===== src/rtl/alu_wb_pkg.sv =====
// Shared definitions for the ALU writeback path: op codes, default widths and the buffered entry layout.
package alu_wb_pkg;

    localparam int DEF_DATA_W = 16;
    localparam int DEF_RD_W   = 4;
    localparam int DEF_OP_W   = 4;
    localparam int DEF_CNT_W  = 16;

    typedef enum logic [DEF_OP_W-1:0] {
        OP_ADD = 4'd0,
        OP_SUB = 4'd1,
        OP_AND = 4'd2,
        OP_OR  = 4'd3,
        OP_XOR = 4'd4,
        OP_ROR = 4'd5
    } op_e;

    // c_keep marks a ROR by zero whose carry is taken from flag_c at retire time.
    typedef struct packed {
        logic [DEF_DATA_W-1:0] result;
        logic [DEF_RD_W-1:0]   rd;
        logic                  we;
        logic                  setf;
        logic                  z;
        logic                  n;
        logic                  c;
        logic                  c_keep;
    } wb_entry_t;

endpackage


===== src/rtl/alu_wb_stage_flag_gen.sv =====
// Combinational Z/N/C generation for one ALU result, evaluated as the result is accepted.
module alu_flag_gen
    import alu_wb_pkg::*;
#(
    parameter int DATA_W = DEF_DATA_W,
    parameter int OP_W   = DEF_OP_W
) (
    input  logic [DATA_W-1:0] result_i,
    input  logic [OP_W-1:0]   op_i,
    input  logic [3:0]        shamt_i,
    input  logic              carry_i,
    input  logic              flag_c_i,
    output logic              z_o,
    output logic              n_o,
    output logic              c_o,
    output logic              c_keep_o
);

    logic is_ror;

    assign is_ror   = (op_i == OP_W'(OP_ROR));
    assign z_o      = (result_i == '0);
    assign n_o      = result_i[DATA_W-1];
    assign c_keep_o = is_ror && (shamt_i == 4'd0);
    // A right rotate leaves the last bit shifted out in the MSB.
    assign c_o      = c_keep_o ? flag_c_i :
                      is_ror   ? result_i[DATA_W-1] : carry_i;

endmodule


===== src/rtl/alu_wb_stage.sv =====
// ALU writeback stage: 2-entry skid buffer toward the register file, flag commit and retire counter.
module alu_wb_stage
    import alu_wb_pkg::*;
#(
    parameter int DATA_W = DEF_DATA_W,
    parameter int RD_W   = DEF_RD_W,
    parameter int OP_W   = DEF_OP_W,
    parameter int CNT_W  = DEF_CNT_W
) (
    input  logic              clk,
    input  logic              rst_n,
    input  logic              flush,
    input  logic              in_valid,
    output logic              in_ready,
    input  logic [DATA_W-1:0] in_result,
    input  logic [OP_W-1:0]   in_op,
    input  logic [3:0]        in_shamt,
    input  logic              in_carry,
    input  logic [RD_W-1:0]   in_rd,
    input  logic              in_we,
    input  logic              in_setf,
    output logic              wb_valid,
    input  logic              wb_ready,
    output logic              wb_we,
    output logic [RD_W-1:0]   wb_rd,
    output logic [DATA_W-1:0] wb_data,
    output logic              flag_z,
    output logic              flag_n,
    output logic              flag_c,
    output logic [CNT_W-1:0]  retired
);

    typedef struct packed {
        logic [DATA_W-1:0] result;
        logic [RD_W-1:0]   rd;
        logic              we;
        logic              setf;
        logic              z;
        logic              n;
        logic              c;
        logic              c_keep;
    } entry_t;

    entry_t             main_q, main_d, skid_q, skid_d, new_entry;
    logic               main_valid_q, main_valid_d;
    logic               skid_valid_q, skid_valid_d;
    logic               in_ready_q, in_ready_d;
    logic               flag_z_q, flag_z_d, flag_n_q, flag_n_d, flag_c_q, flag_c_d;
    logic [CNT_W-1:0]   retired_q, retired_d;
    logic               accept, retire;
    logic               gen_z, gen_n, gen_c, gen_keep;

    alu_flag_gen #(.DATA_W(DATA_W), .OP_W(OP_W)) u_flag_gen (
        .result_i (in_result),
        .op_i     (in_op),
        .shamt_i  (in_shamt),
        .carry_i  (in_carry),
        .flag_c_i (flag_c_q),
        .z_o      (gen_z),
        .n_o      (gen_n),
        .c_o      (gen_c),
        .c_keep_o (gen_keep)
    );

    assign accept    = in_valid && in_ready_q && !flush;
    assign retire    = main_valid_q && wb_ready;
    assign new_entry = '{result: in_result, rd: in_rd, we: in_we, setf: in_setf,
                         z: gen_z, n: gen_n, c: gen_c, c_keep: gen_keep};

    always_comb begin
        // NOTE: every signal driven here gets a default first so no path can infer a latch.
        main_d       = main_q;
        skid_d       = skid_q;
        main_valid_d = main_valid_q;
        skid_valid_d = skid_valid_q;
        if (flush) begin
            main_valid_d = 1'b0;
            skid_valid_d = 1'b0;
        end else if (!main_valid_q || retire) begin
            // SKID is only ever valid behind a valid MAIN, and in_ready is low while it is.
            if (skid_valid_q) begin
                main_d       = skid_q;
                skid_valid_d = 1'b0;
            end else if (accept) begin
                main_d       = new_entry;
                main_valid_d = 1'b1;
            end else begin
                main_valid_d = 1'b0;
            end
        end else if (accept) begin
            skid_d       = new_entry;
            skid_valid_d = 1'b1;
        end
        in_ready_d = !skid_valid_d;
    end

    always_comb begin
        flag_z_d  = flag_z_q;
        flag_n_d  = flag_n_q;
        flag_c_d  = flag_c_q;
        retired_d = retired_q;
        if (retire) begin
            retired_d = retired_q + 1'b1;
            if (main_q.setf) begin
                flag_z_d = main_q.z;
                flag_n_d = main_q.n;
                // Preserved carry resolves here, after every older flag update has landed.
                flag_c_d = main_q.c_keep ? flag_c_q : main_q.c;
            end
        end
    end

    // NOTE: buffer payloads are reset too, because wb_* must read zero straight out of reset.
    always_ff @(posedge clk or negedge rst_n) begin
        if (!rst_n) begin
            main_q       <= '0;
            skid_q       <= '0;
            main_valid_q <= 1'b0;
            skid_valid_q <= 1'b0;
            in_ready_q   <= 1'b1;
            flag_z_q     <= 1'b0;
            flag_n_q     <= 1'b0;
            flag_c_q     <= 1'b0;
            retired_q    <= '0;
        end else begin
            // NOTE: non-blocking updates so every register samples the pre-edge state.
            main_q       <= main_d;
            skid_q       <= skid_d;
            main_valid_q <= main_valid_d;
            skid_valid_q <= skid_valid_d;
            in_ready_q   <= in_ready_d;
            flag_z_q     <= flag_z_d;
            flag_n_q     <= flag_n_d;
            flag_c_q     <= flag_c_d;
            retired_q    <= retired_d;
        end
    end

    assign in_ready = in_ready_q;
    assign wb_valid = main_valid_q;
    assign wb_we    = main_q.we;
    assign wb_rd    = main_q.rd;
    assign wb_data  = main_q.result;
    assign flag_z   = flag_z_q;
    assign flag_n   = flag_n_q;
    assign flag_c   = flag_c_q;
    assign retired  = retired_q;

endmodule


===== config.mk =====
export PLATFORM = sky130hd
export DESIGN_NAME = alu_wb_stage
export DESIGN_NICKNAME = d
export VERILOG_FILES = /design/src/rtl/alu_wb_pkg.sv /design/src/rtl/alu_wb_stage_flag_gen.sv /design/src/rtl/alu_wb_stage.sv
export SDC_FILE = /design/constraint.sdc
export NUM_CORES = 1
export LEC_CHECK = 0
export ABC_AREA = 1
export CORE_ASPECT_RATIO = 1.25
export CORE_MARGIN = 2
export CORE_UTILIZATION = 51
export DETAILED_ROUTE_END_ITERATION = 12
export GPL_ROUTABILITY_DRIVEN = 1
export GPL_TIMING_DRIVEN = 0
export PLACE_DENSITY = 0.86
export SETUP_SLACK_MARGIN = 0.4
export SYNTH_ARGS = -nofsm -noshare
export SYNTH_HDL_FRONTEND = slang
export SYNTH_SLANG_ARGS = --single-unit

===== constraint.sdc =====
create_clock -name clk -period 1.8 [get_ports clk]
set_input_delay 0.45 -clock clk [delete_from_list [all_inputs] [get_ports clk]]
set_output_delay 0.45 -clock clk [all_outputs]
set_load 0.01 [all_outputs]

==> tab_implementation.tex, run 1 <==
\begin{tabular}{lr}
\hline
Metric & Value \\
\hline
\multicolumn{2}{l}{\textbf{Floorplan}} \\
\quad Count of boundary I/O pins & 78 \\
\quad Core region area & 0.00693 mm² \\
\quad Die boundary width & 79.6 µm \\
\quad Die ar. & 0.00785 mm² \\
\quad Chip height & 98.6 µm \\
\quad Starting density of the core & 0.526 \\
\quad Placement row count & 34 \\
\multicolumn{2}{l}{\textbf{Clock network}} \\
\quad CTS sink cnt & 72 \\
\quad Clock latency on the worst-skew pair & 0.34 ns \\
\quad Clock-pin slew on the worst setup and hold paths & 0.09 ns \\
\quad Cts bufs inserted & 9 \\
\quad Maximum count of clock buffers along a single path & 2 \\
\quad Number of buffers inserted for hold repair after clock tree synthesis & 0 \\
\quad H-tree depth & 3 \\
\quad Root Buffer Master & clkbuf\_8 \\
\quad Clock tree from TritonCTS & yes \\
\multicolumn{2}{l}{\textbf{STA}} \\
\quad Setup repair after global routing missed its margin & yes \\
\quad Final slew viol count & 0 \\
\quad Post-route worst setup slack & 0.252 ns \\
\quad Final Setup Violations & 0 \\
\quad Hold Violations, Final & 0 \\
\quad Summed negative setup slack over all endpoints & 0 ns \\
\quad Timing-limited maximum frequency & 646 MHz \\
\quad Time the worst path needs with I/O delays and setup & 1.55 ns \\
\quad Final Skew & 0.0148 ns \\
\quad Rel. slew slack & 0.397 \\
\quad Smallest hold slack & 0.228 ns \\
\quad Final worst-path cycle share & 0.860 \\
\quad Worst-margin pin slew & 0.904 ns \\
\multicolumn{2}{l}{\textbf{Critical path}} \\
\quad Critical path, cell by cell & buf\_4, nand2\_1, nor2\_1, nand2\_1, o21ai\_2, nand2\_1, nand2\_1, nand2\_1 \\
\quad Type of element launching the critical path & register \\
\quad Crit Path Class & reg -> reg \\
\quad Register-to-register setup slack & 0.25 ns \\
\quad Worst path slowest cell & dfrtp\_1 \\
\quad Peak per-stage delay on the critical path & 0.41 ns \\
\quad Crit Path Max Fanout & 3 \\
\quad Cell with the most instances on the worst path & nand2\_1 \\
\quad Data required time at the worst endpoint & 2.02 ns \\
\quad Element type at the critical path end & register \\
\quad Arrival time of data at the critical path endpoint & 1.76 ns \\
\quad Worst Reg2Reg Path Length in Cells & 8 \\
\quad Endpoint of the worst-slack reg-to-reg timing path & retired[13]\$\_DFFE\_PN0P\_ \\
\quad Origin of the critical flop-to-flop path & retired[1]\$\_DFFE\_PN0P\_ \\
\multicolumn{2}{l}{\textbf{Route}} \\
\quad Ratio of routed vias to standard cells & 5.37 \\
\quad Number of optimization iterations in the first detailed-route pass & 7 \\
\quad Wire length reported by the detailed router & 11,000 µm \\
\quad Routed Antenna Nets & 0 \\
\quad Final routed DRC violation total & 0 \\
\quad Detailed router's first-iteration violation count & 310 \\
\quad Via count & 3,515 \\
\quad Average wire length per cell after detail routing & 16.8 µm \\
\multicolumn{2}{l}{\textbf{Final layout}} \\
\quad Total area of multi-input combinational cells & 0.00154 mm² \\
\quad Post-route cell area & 0.00540 mm² \\
\quad Final-stage net count & 596 \\
\quad Area Overhead vs Synth & 48.0\% \\
\quad Final std cells w/o fill & 654 \\
\quad Final-layout fill cell count & 411 \\
\quad Sequential cell area & 0.00181 mm² \\
\quad Antenna cell count & 0 \\
\quad Final Util & 0.779 \\
\quad Share of cells above drive strength 1 & 0.399 \\
\multicolumn{2}{l}{\textbf{Global routing}} \\
\quad Wire length of the first global-routing pass & 15,200 µm \\
\quad Maximum number of pins on one net before global-route repair & 73 \\
\quad Number of antenna violations at the first check in global routing & 0 \\
\quad Total grt overflow & 0 \\
\quad Global-route usage over all layers & 0.249 \\
\quad Number of global-route vias before repair & 3,328 \\
\multicolumn{2}{l}{\textbf{Power and ir drop}} \\
\quad Power density relative to cell area & 928 mW/mm² \\
\quad Total power consumption of the routed design & 5.01 mW \\
\quad Leakage Power & 2.79 nW \\
\quad Peak supply drop & 611 µV \\
\multicolumn{2}{l}{\textbf{Hold path}} \\
\quad Class of the most critical hold timing path & in -> async \\
\multicolumn{2}{l}{\textbf{Placement}} \\
\quad Number of port buffers & 77 \\
\quad Sum of net half-perimeters after detailed placement & 5950 µm \\
\quad Global placement routability congestion & 0.770 \\
\quad Total placed instance area & 0.00453 mm² \\
\quad Worst slack, placed & -0.141 ns \\
\quad Placed cell count & 577 \\
\multicolumn{2}{l}{\textbf{Synthesis}} \\
\quad Post-synthesis cell type count & 31 \\
\quad Most common cell in the netlist & nand2\_1 \\
\quad Synthesized netlist net count & 447 \\
\quad Post-synthesis average cell area & 8.90 µm² \\
\quad Most instantiated cells after synthesis & nand2\_1 (107), dfrtp\_1 (71), nor2\_1 (63) \\
\quad Register bit total from synthesis & 72 \\
\quad Cell types occupying the most area after synthesis & dfrtp\_1 (49\%), nand2\_1 (11\%), o31ai\_2 (6.9\%), nor2\_1 (6.5\%), buf\_4 (4.7\%) \\
\quad Share of the synthesized area in the top cell type & 0.487 \\
\quad Netlist area before placement & 0.00365 mm² \\
\quad Number of cells produced by synthesis & 410 \\
\quad Number of flops mapped to enable cells by yosys & 0 \\
\quad Synthesis Warnings & 0 \\
\quad Register area share after synthesis & 0.494 \\
\quad Flip-flop cell with the highest count after synthesis & dfrtp\_1 \\
\quad Cell type with the highest aggregate area in the netlist & dfrtp\_1 \\
\quad Share of synthesized registers carrying an async set or reset & 1.00 \\
\multicolumn{2}{l}{\textbf{Run status}} \\
\quad Status & finished, final reports clean \\
\multicolumn{2}{l}{\textbf{Job}} \\
\quad Maximum capacitance violations & 0 \\
\hline
\end{tabular}
==> sequential cells by signal (all words and copies together) (netlist names) <==
name          flops
wb_we             1
flag_n            1
wb_data          16
wb_rd             4
wb_valid          1
flag_c            1
in_ready          1
main_q            4
flag_z            1
skid_valid_q      1
skid_q           25
retired          16
==> metal layers <==
| layer | GRT usage | vias up | routed length, µm |
|---|---|---|---|
| met2 | 0.445 | 206 | 5870 |
| met4 | 0.113 | 0 | 406 |
| met3 | 0.0568 | 44 | 725 |
| li1 | - | 1573 | - |
| met5 | 0 | - | 0 |
| met1 | 0.278 | 1692 | 4000 |
==> layout by cell type, fill, tap and decap left out, types with 3 or more instances in the layout <==
master	netlist	routed
xor2_1	5	5
dfrtp_1	71	69
o21ai_2	18	19
inv_1	38	37
clkbuf_2	0	6
nor2_2	2	4
buf_4	23	52
xnor2_1	7	7
nand3_4	0	3
clkbuf_8	0	10
a21oi_1	4	3
buf_2	2	18
inv_2	4	5
nand2_2	2	5
o21ai_1	6	5
nand3_1	6	3
buf_8	0	5
buf_6	5	54
nand4_1	9	9
clkdlybuf4s50_1	0	31
nor2_1	63	58
nor2_4	1	4
nand2_1	107	102
o31ai_2	20	20
clkinv_2	0	4
==> power breakdown <==
| group | internal, mW | total [mW] | switching [mW] |
|---|---|---|---|
| sequential | 1.92 | 2.13 | 0.207 |
| clock | 0.531 | 1.13 | 0.601 |
| combinational | 0.968 | 1.75 | 0.780 |
| total | 3.42 | 5.01 | 1.59 |
==> critical path: cells and delay by family, from the launching register on <==
family,cells,cell delay (ns)
and+or+nand+nor,6,0.68
DFF,1,0.41
AOI/OAI and AO/OA,1,0.18
buffers and inverters,1,0.16
==> final cells by class <==
class                           count  area share
Buffer                             34      0.0691
Clock buffer                       12      0.0269
Clock inverter                      4     0.00371
Inverter                           44      0.0320
Multi-Input combinational cell    260       0.285
Sequential cell                    72       0.334
Tap cell                           90      0.0209
Timing Repair Buffer              138       0.229
==> logic make-up (layout without fill, tap and decap cells) <==
kind of cell,after synthesis,after routing,share of synthesized area
compound gates,53,53,0.137
xor+xnor,12,12,0.0288
fa+ha+maj,1,1,0.00343
buf+inv,78,232,0.116
flops,72,72,0.494
simple gates,194,194,0.221
==> how the worst max path moves through the flow <==
stage,start,endpoint,slack [ns],cells past startpoint
after floorplan,retired[0]$_DFFE_PN0P_,retired[12]$_DFFE_PN0P_,0.44,7
after CTS,in_valid,wb_rd[2]$_DFFE_PN0P_,0.35,6
after global routing,retired[1]$_DFFE_PN0P_,retired[12]$_DFFE_PN0P_,0.23,8
final,retired[1]$_DFFE_PN0P_,retired[13]$_DFFE_PN0P_,0.25,8
after detailed placement,flush,skid_q[24]$_DFFE_PN0P_,-0.14,8
after global placement,rst_n,wb_data[3]$_DFFE_PN0P_,-2.11,1
==> what timing repair did <==
item / CTS / global route
endpoints found under the setup margin: 97 / 90
pin swaps: 9 / 16
gates resized for setup: 227 / 41
setup buffers: 40 / 18
gates cloned: 2 / 1
(Power assumes the default switching activity.)
==> run 2: changes to the inputs <==
--- a/config.mk
+++ b/config.mk
@@ -7,13 +7,13 @@
 export LEC_CHECK = 0
 export ABC_AREA = 1
 export CORE_ASPECT_RATIO = 1.25
-export CORE_MARGIN = 2
+export CORE_MARGIN = 1
 export CORE_UTILIZATION = 51
+export CTS_BUF_LIST = sky130_fd_sc_hd__clkbuf_8 sky130_fd_sc_hd__clkbuf_16
 export DETAILED_ROUTE_END_ITERATION = 12
 export GPL_ROUTABILITY_DRIVEN = 1
 export GPL_TIMING_DRIVEN = 0
 export PLACE_DENSITY = 0.86
-export SETUP_SLACK_MARGIN = 0.4
 export SYNTH_ARGS = -nofsm -noshare
 export SYNTH_HDL_FRONTEND = slang
 export SYNTH_SLANG_ARGS = --single-unit
==> run 2 against run 1 <==
Compared with the run above:
- clock skew fell by 0.0071 ns
- critical path depth down 7
- cell count shrank 7.6%
- first-iteration DRC count shrank 38%
- via count shrank 14%
==> tab_implementation.tex, run 2 (synthesis gave the netlist of run 1 again) <==
\begin{tabular}{lr}
\hline
Metric & Value \\
\hline
\multicolumn{2}{l}{\textbf{Route}} \\
\quad Ratio of routed vias to standard cells & 5.00 (was 5.37) \\
\quad Average wire length per cell after detail routing & 13.8 µm (was 16.8 µm) \\
\quad Wire length reported by the detailed router & 8340 µm (was 11,000 µm) \\
\quad Routed Antenna Nets & 0 (unchanged) \\
\quad Detailed router's first-iteration violation count & 192 (was 310) \\
\quad Number of optimization iterations in the first detailed-route pass & 4 (was 7) \\
\quad Final routed DRC violation total & 0 (unchanged) \\
\quad Via count & 3,020 (was 3,515) \\
\multicolumn{2}{l}{\textbf{Clock network}} \\
\quad Clock tree from TritonCTS & yes (unchanged) \\
\quad CTS sink cnt & 72 (unchanged) \\
\quad Root Buffer Master & clkbuf\_8 (unchanged) \\
\quad Maximum count of clock buffers along a single path & 2 (unchanged) \\
\quad Clock latency on the worst-skew pair & 0.34 ns (about the same) \\
\quad Clock-pin slew on the worst setup and hold paths & 0.07 ns (was 0.09 ns) \\
\quad Number of buffers inserted for hold repair after clock tree synthesis & 0 (unchanged) \\
\quad H-tree depth & 3 (unchanged) \\
\quad Cts bufs inserted & 9 (unchanged) \\
\multicolumn{2}{l}{\textbf{Critical path}} \\
\quad Data required time at the worst endpoint & 1.35 ns (was 2.02 ns) \\
\quad Type of element launching the critical path & register (unchanged) \\
\quad Worst path bufs/invs & 1 (unchanged) \\
\quad Crit Path Class & reg -> out (was reg -> reg) \\
\quad Origin of the critical flop-to-flop path & retired[0]\$\_DFFE\_PN0P\_ (was retired[1]\$\_DFFE\_PN0P\_) \\
\quad Element type at the critical path end & primary output (was register) \\
\quad Peak per-stage delay on the critical path & 0.56 ns (was 0.41 ns) \\
\quad Crit Path Max Fanout & 4 (was 3) \\
\quad Cell class contributing the biggest share of worst-path delay & buffers and inverters (was simple AND/OR/NAND/NOR gates) \\
\quad Startpoint of the most critical setup path & retired[1]\$\_DFFE\_PN0P\_ (unchanged) \\
\quad Worst path slowest cell & clkdlybuf4s50\_1 (was dfrtp\_1) \\
\quad Critical path, cell by cell & clkdlybuf4s50\_1 (was buf\_4, nand2\_1, nor2\_1, nand2\_1, o21ai\_2, nand2\_1, nand2\_1, nand2\_1) \\
\quad Arrival time of data at the critical path endpoint & 1.31 ns (was 1.76 ns) \\
\multicolumn{2}{l}{\textbf{Placement}} \\
\quad Number of port buffers & 77 (unchanged) \\
\quad Sum of net half-perimeters after detailed placement & 5670 µm (was 5950 µm) \\
\quad Worst slack, placed & -0.147 ns (was -0.141 ns) \\
\quad Global placement routability congestion & 0.791 (was 0.770) \\
\multicolumn{2}{l}{\textbf{Power and ir drop}} \\
\quad Peak supply drop & 498 µV (was 611 µV) \\
\quad Switch Pwr & 1.37 mW (was 1.59 mW) \\
\quad Leakage Power & 2.62 nW (was 2.79 nW) \\
\quad Power density relative to cell area & 1010 mW/mm² (was 928 mW/mm²) \\
\quad Switching part of the total power & 0.275 (was 0.317) \\
\quad Clock power share & 0.321 (was 0.226) \\
\quad Proportion of power drawn by combinational gates & 0.255 (was 0.349) \\
\quad Cell internal pwr & 3.60 mW (was 3.42 mW) \\
\quad Sequential cell fraction of total power & 0.424 (was 0.425) \\
\multicolumn{2}{l}{\textbf{Final layout}} \\
\quad Commonest non-fill, non-tap cell in the layout & nand2\_1 (unchanged) \\
\quad Total area of multi-input combinational cells & 0.00142 mm² (was 0.00154 mm²) \\
\quad Area Overhead vs Synth & 34.5\% (was 48.0\%) \\
\quad Final-layout fill cell count & 499 (was 411) \\
\quad Register containing the most flip-flops in the final layout & skid\_q (unchanged) \\
\quad Sequential cell area & 0.00181 mm² (about the same) \\
\quad Antenna cell count & 0 (unchanged) \\
\quad Flip-flop count of the largest register, all copies and words added & 25 (unchanged) \\
\quad Final Util & 0.707 (was 0.779) \\
\quad Share of cells above drive strength 1 & 0.226 (was 0.399) \\
\quad Leading cell types in the layout, fill and taps excluded & nand2\_1 (107), dfrtp\_1 (67), nor2\_1 (63) (was nand2\_1 (102), dfrtp\_1 (69), nor2\_1 (58)) \\
\quad Final-stage net count & 546 (was 596) \\
\multicolumn{2}{l}{\textbf{Global routing}} \\
\quad Total grt overflow & 0 (unchanged) \\
\quad Number of global-route vias before repair & 2,940 (was 3,328) \\
\quad Number of antenna violations at the first check in global routing & 0 (unchanged) \\
\quad Global-route usage over all layers & 0.234 (was 0.249) \\
\quad Wire length of the first global-routing pass & 13,400 µm (was 15,200 µm) \\
\quad Maximum number of pins on one net before global-route repair & 73 (unchanged) \\
\multicolumn{2}{l}{\textbf{Floorplan}} \\
\quad Placement row count & 34 (unchanged) \\
\quad Die boundary width & 77.6 µm (was 79.6 µm) \\
\quad Count of boundary I/O pins & 78 (unchanged) \\
\quad Core region area & 0.00693 mm² (unchanged) \\
\quad Chip height & 96.6 µm (was 98.6 µm) \\
\quad Starting density of the core & 0.526 (unchanged) \\
\quad Die ar. & 0.00750 mm² (was 0.00785 mm²) \\
\multicolumn{2}{l}{\textbf{STA}} \\
\quad Final Setup Violations & 0 (unchanged) \\
\quad Final slew viol count & 0 (unchanged) \\
\quad Final worst-path cycle share & 0.976 (was 0.860) \\
\quad Hold Violations, Final & 0 (unchanged) \\
\quad Worst-margin pin slew & 0.896 ns (was 0.904 ns) \\
\quad Final Skew & 0.00776 ns (was 0.0148 ns) \\
\quad Post-route worst setup slack & 0.0427 ns (was 0.252 ns) \\
\quad Smallest hold slack & 0.206 ns (was 0.228 ns) \\
\quad Time the worst path needs with I/O delays and setup & 1.76 ns (was 1.55 ns) \\
\quad Rel. slew slack & 0.403 (was 0.397) \\
\quad Timing-limited maximum frequency & 569 MHz (was 646 MHz) \\
\multicolumn{2}{l}{\textbf{Run status}} \\
\quad Status & finished, final reports clean (unchanged) \\
\multicolumn{2}{l}{\textbf{Hold path}} \\
\quad Class of the most critical hold timing path & in -> async (unchanged) \\
\multicolumn{2}{l}{\textbf{Job}} \\
\quad Maximum capacitance violations & 0 (unchanged) \\
\hline
\end{tabular}
## run 2: cell types whose count changed in the layout (fill, tap and decap cells not counted), sizes merged, moves of 4 or more
| cell | delta |
|---|---|
| dlygate4sd2 | +4 |
| clkbuf | -4 |
| buf | -89 |
| clkdlybuf4s50 | +22 |
| dlymetal6s2s | +16 |
## run 2: power groups by stage
stage,clock [mW],sequential [mW],combinational (mW)
final,1.59,2.11,1.27
after global routing,1.68,2.14,1.39
after CTS,1.61,2.11,1.28
after detailed placement,0,2.16,1.22
after global placement,0,2.14,1.18
after floorplan,0,2.14,0.657
## run 2: path summary, 6_finish.rpt
| check | end | slack [ns] | depth (start not counted) |
|---|---|---|---|
| max in group asynchronous | retired[10]$_DFFE_PN0P_ | 0.95 | 1 |
| min in group clk | skid_q[7]$_DFFE_PN0P_ | 0.48 | 2 |
| max | retired[1] | 0.04 | 1 |
| min | retired[6]$_DFFE_PN0P_ | 0.21 | 1 |
| max reg2reg | retired[12]$_DFFE_PN0P_ | 0.27 | 8 |
| min reg2reg | skid_q[7]$_DFFE_PN0P_ | 0.48 | 2 |
## run 2: routing by layer
layer,vias to the layer above,global-route usage,share of wire
li1,1475,-,-
met1,1449,0.286,0.42
met2,85,0.410,0.52
met3,11,0.0413,0.042
met4,0,0.0991,0.017
met5,-,0,0
## run 2: through the flow
step | total power, mW | cell area (µm²) | instances | setup TNS (ns)
after CTS | 4.99 | 4800 | 596 | 0
after detailed placement | 3.37 | 4530 | 577 | -4.28
after global placement | 3.32 | 4530 | 577 | -156.00
after floorplan | 2.80 | 3650 | 410 | 0
after global routing | 5.21 | 4900 | 604 | -0.00814
final | 4.97 | 4900 | 604 | 0
## run 2: worst reg2reg max path, stage by stage, from the launching register on
cell	delay, ns
dfrtp_1	0.37
buf_4	0.14
ha_1	0.14
inv_1	0.06
nor2_4	0.16
nand3_2	0.11
nor2_2	0.20
nand2_1	0.09
xor2_1	0.15
## run 2: what timing repair did
action,in CTS,in global routing
endpoints found under the hold margin,0,0
setup buffers,3,8
resized for setup,8,19
endpoints found under the setup margin,10,24
## run 2: cell type report
type                       count  area share
tap                           90      0.0230
sequential                    72       0.369
clock inverter                 5      0.0209
inverter                      44      0.0347
multi-input combinational    260       0.290
clock buffer                  11      0.0309
timing repair buffer          88       0.181
buffer                        34      0.0518
==> run 3: changes to the inputs <==
--- a/config.mk
+++ b/config.mk
@@ -7,13 +7,13 @@
 export LEC_CHECK = 0
 export ABC_AREA = 1
 export CORE_ASPECT_RATIO = 1.25
-export CORE_MARGIN = 1
-export CORE_UTILIZATION = 51
+export CORE_UTILIZATION = 57
 export CTS_BUF_LIST = sky130_fd_sc_hd__clkbuf_8 sky130_fd_sc_hd__clkbuf_16
 export DETAILED_ROUTE_END_ITERATION = 12
+export DONT_BUFFER_PORTS = 1
 export GPL_ROUTABILITY_DRIVEN = 1
 export GPL_TIMING_DRIVEN = 0
-export PLACE_DENSITY = 0.86
+export PLACE_DENSITY = 0.81
 export SYNTH_ARGS = -nofsm -noshare
 export SYNTH_HDL_FRONTEND = slang
 export SYNTH_SLANG_ARGS = --single-unit
==> constraint.sdc (replaced) <==
create_clock -name clk -period 1.6 [get_ports clk]
set_input_delay 0.4 -clock clk [delete_from_list [all_inputs] [get_ports clk]]
set_output_delay 0.4 -clock clk [all_outputs]
set_load 0.01 [all_outputs]
==> run 3 against run 2 <==
Compared with the run above:
- the flow now finishes with violations (negative hold slack)
- combinational power decreased by 34%
- die area decreased by 10%
- wire length decreased by 14%
- critical path depth increased by 5
- clock-buffer cell count decreased by 2
==> tab_implementation.tex, run 3 (synthesis gave the netlist of run 1 again) <==
\begin{tabular}{lr}
\hline
Metric & Value \\
\hline
\multicolumn{2}{l}{\textbf{Power and ir drop}} \\
\quad Sequential cell fraction of total power & 0.505 (was 0.424) \\
\quad Power density relative to cell area & 1220 mW/mm² (was 1010 mW/mm²) \\
\quad Switching part of the total power & 0.293 (was 0.275) \\
\quad Switch Pwr & 1.42 mW (was 1.37 mW) \\
\quad Cell internal pwr & 3.44 mW (was 3.60 mW) \\
\quad Clock power share & 0.323 (was 0.321) \\
\quad Peak supply drop & 794 µV (was 498 µV) \\
\quad Leakage Power & 2.03 nW (was 2.62 nW) \\
\quad Proportion of power drawn by combinational gates & 0.172 (was 0.255) \\
\multicolumn{2}{l}{\textbf{Final layout}} \\
\quad Antenna cell count & 0 (unchanged) \\
\quad Leading cell types in the layout, fill and taps excluded & nand2\_1 (107), dfrtp\_1 (69), nor2\_1 (63) (was nand2\_1 (107), dfrtp\_1 (67), nor2\_1 (63)) \\
\quad Area Overhead vs Synth & 9.06\% (was 34.5\%) \\
\quad Share of cells above drive strength 1 & 0.242 (was 0.226) \\
\quad Final-stage net count & 458 (was 546) \\
\quad Commonest non-fill, non-tap cell in the layout & nand2\_1 (unchanged) \\
\quad Final-layout fill cell count & 526 (was 499) \\
\quad Register containing the most flip-flops in the final layout & skid\_q (unchanged) \\
\quad Flip-flop count of the largest register, all copies and words added & 25 (unchanged) \\
\multicolumn{2}{l}{\textbf{Critical path}} \\
\quad Startpoint of the most critical setup path & in\_ready\$\_DFF\_PN1\_ (was retired[1]\$\_DFFE\_PN0P\_) \\
\quad Register-to-register setup slack & 0.11 ns (was 0.27 ns) \\
\quad Endpoint of the worst-slack reg-to-reg timing path & skid\_q[0]\$\_DFFE\_PN0P\_ (was retired[12]\$\_DFFE\_PN0P\_) \\
\quad Crit Path Class & reg -> reg (was reg -> out) \\
\quad Critical path, cell by cell & nand3\_1, nor2\_8, inv\_4, buf\_6, nand2\_1, o21ai\_2 (was clkdlybuf4s50\_1) \\
\quad Setup crit end & skid\_q[0]\$\_DFFE\_PN0P\_ (was retired[1]) \\
\quad Peak per-stage delay on the critical path & 0.57 ns (was 0.56 ns) \\
\quad Type of element launching the critical path & register (unchanged) \\
\quad Arrival time of data at the critical path endpoint & 1.71 ns (was 1.31 ns) \\
\quad Data required time at the worst endpoint & 1.82 ns (was 1.35 ns) \\
\quad Crit Path Max Fanout & 10 (was 4) \\
\quad Origin of the critical flop-to-flop path & in\_ready\$\_DFF\_PN1\_ (was retired[0]\$\_DFFE\_PN0P\_) \\
\quad Worst path slowest cell & dfstp\_2 (was clkdlybuf4s50\_1) \\
\quad Element type at the critical path end & register (was primary output) \\
\quad Worst Reg2Reg Path Length in Cells & 6 (was 8) \\
\multicolumn{2}{l}{\textbf{Floorplan}} \\
\quad Die ar. & 0.00672 mm² (was 0.00750 mm²) \\
\quad Chip height & 91.4 µm (was 96.6 µm) \\
\quad Count of boundary I/O pins & 78 (unchanged) \\
\quad Core region area & 0.00617 mm² (was 0.00693 mm²) \\
\quad Starting density of the core & 0.592 (was 0.526) \\
\quad Die boundary width & 73.5 µm (was 77.6 µm) \\
\quad Placement row count & 32 (was 34) \\
\multicolumn{2}{l}{\textbf{Route}} \\
\quad Via count & 2,630 (was 3,020) \\
\quad Average wire length per cell after detail routing & 14.0 µm (was 13.8 µm) \\
\quad Detailed router's first-iteration violation count & 138 (was 192) \\
\quad Routed Antenna Nets & 0 (unchanged) \\
\quad Number of optimization iterations in the first detailed-route pass & 4 (unchanged) \\
\quad Final routed DRC violation total & 0 (unchanged) \\
\quad Wire length reported by the detailed router & 7140 µm (was 8340 µm) \\
\quad Ratio of routed vias to standard cells & 5.15 (was 5.00) \\
\multicolumn{2}{l}{\textbf{STA}} \\
\quad Final worst-path cycle share & 0.930 \\
\quad Smallest hold slack & -0.258 ns (was 0.206 ns) \\
\quad Time the worst path needs with I/O delays and setup & 1.49 ns \\
\quad Worst-margin pin slew & 0.586 ns (was 0.896 ns) \\
\quad Hold Violations, Final & 72 (was 0) \\
\quad Final Setup Violations & 0 (unchanged) \\
\quad Final Skew & 0.0108 ns (was 0.00776 ns) \\
\quad Summed negative setup slack over all endpoints & 0 ns (unchanged) \\
\quad Setup repair after global routing missed its margin & no \\
\quad Rel. slew slack & 0.609 (was 0.403) \\
\quad Timing-limited maximum frequency & 672 MHz \\
\quad Final slew viol count & 0 (unchanged) \\
\multicolumn{2}{l}{\textbf{Job}} \\
\quad Maximum capacitance violations & 0 (unchanged) \\
\multicolumn{2}{l}{\textbf{Clock network}} \\
\quad Cts bufs inserted & 9 (unchanged) \\
\quad Clock-pin slew on the worst setup and hold paths & 0.08 ns (was 0.07 ns) \\
\quad Maximum count of clock buffers along a single path & 2 (unchanged) \\
\quad H-tree depth & 3 (unchanged) \\
\quad Root Buffer Master & clkbuf\_8 (unchanged) \\
\quad Clock tree from TritonCTS & yes (unchanged) \\
\quad Clock latency on the worst-skew pair & 0.34 ns (about the same) \\
\quad CTS sink cnt & 72 (unchanged) \\
\multicolumn{2}{l}{\textbf{Run status}} \\
\quad Violated checks & negative hold slack \\
\quad Status & complete, but fails checks (was finished, final reports clean) \\
\multicolumn{2}{l}{\textbf{Placement}} \\
\quad Number of port buffers & 0 (was 77) \\
\quad Sum of net half-perimeters after detailed placement & 5170 µm (was 5670 µm) \\
\quad Global placement routability congestion & 0.756 (was 0.791) \\
\multicolumn{2}{l}{\textbf{Hold path}} \\
\quad Class of the most critical hold timing path & in -> async (unchanged) \\
\multicolumn{2}{l}{\textbf{Global routing}} \\
\quad Maximum number of pins on one net before global-route repair & 73 (unchanged) \\
\quad Global-route usage over all layers & 0.238 (was 0.234) \\
\quad Number of global-route vias before repair & 2,589 (was 2,940) \\
\quad Total grt overflow & 0 (unchanged) \\
\quad Number of antenna violations at the first check in global routing & 0 (unchanged) \\
\quad Wire length of the first global-routing pass & 12,000 µm (was 13,400 µm) \\
\hline
\end{tabular}
run 3: timing repair:
action / CTS / global route
setup buffers: 0 / 0
endpoints found under the hold margin: 72 / 72
endpoints found under the setup margin: 0 / 6
gates resized for setup: 0 / 4
run 3: layer usage:
metal	up-vias	track usage	wire (µm)
met1	1244	0.280	2960
met3	11	0.0599	406
met2	79	0.396	3670
met4	0	0.117	112
met5	-	0	0
li1	1296	-	-
run 3: layout make-up:
type                       instances  area [µm²]  area share
clock inverter                     7        96.3      0.0242
multi-input combinational        260        1420       0.357
tap                               85         106      0.0267
inverter                          44         170      0.0428
clock buffer                       9         124      0.0311
buffer                            34         255      0.0642
sequential                        72        1810       0.454
run 3: how the worst min path moves through the flow:
stage	startpoint	to	slack, ns	cells past startpoint
finish	rst_n	retired[4]$_DFFE_PN0P_	-0.26	0
CTS	rst_n	retired[4]$_DFFE_PN0P_	-0.27	0
global placement	rst_n	retired[4]$_DFFE_PN0P_	0.11	0
detailed placement	rst_n	retired[4]$_DFFE_PN0P_	0.11	0
floorplan	rst_n	flag_c$_DFFE_PN0P_	0.10	0
global route	rst_n	retired[7]$_DFFE_PN0P_	-0.30	0
run 3: power by group through the flow:
stage | logic [mW] | registers, mW | clock network (mW)
detailed placement | 0.843 | 2.48 | 0
floorplan | 0.739 | 2.41 | 0
finish | 0.836 | 2.45 | 1.57
global placement | 0.813 | 2.47 | 0
CTS | 0.850 | 2.45 | 1.60
global route | 0.938 | 2.50 | 1.70
run 3: metrics by stage:
stage / util / total power [mW] / worst slack, ns / instance area (µm²) / std cells
2_1_floorplan: - / 3.15 / 0.238 / 3650 / 410
3_3_place_gp: 0.609 / 3.28 / 0.109 / 3750 / 495
3_5_place_dp: 0.609 / 3.33 / 0.0652 / 3750 / 495
4_1_cts: 0.644 / 4.90 / 0.0414 / 3970 / 511
5_1_grt: 0.645 / 5.13 / 0.00468 / 3980 / 511
6_report: 0.645 / 4.86 / 0.112 / 3980 / 511
run 3: worst max-delay path, delay by kind of cell, from the launching register on:
kind / cells / cell delay, ns
AO/OA/AOI/OAI: 1 / 0.05
buffers and inverters: 2 / 0.24
flip-flops: 1 / 0.57
AND/OR/NAND/NOR: 3 / 0.50
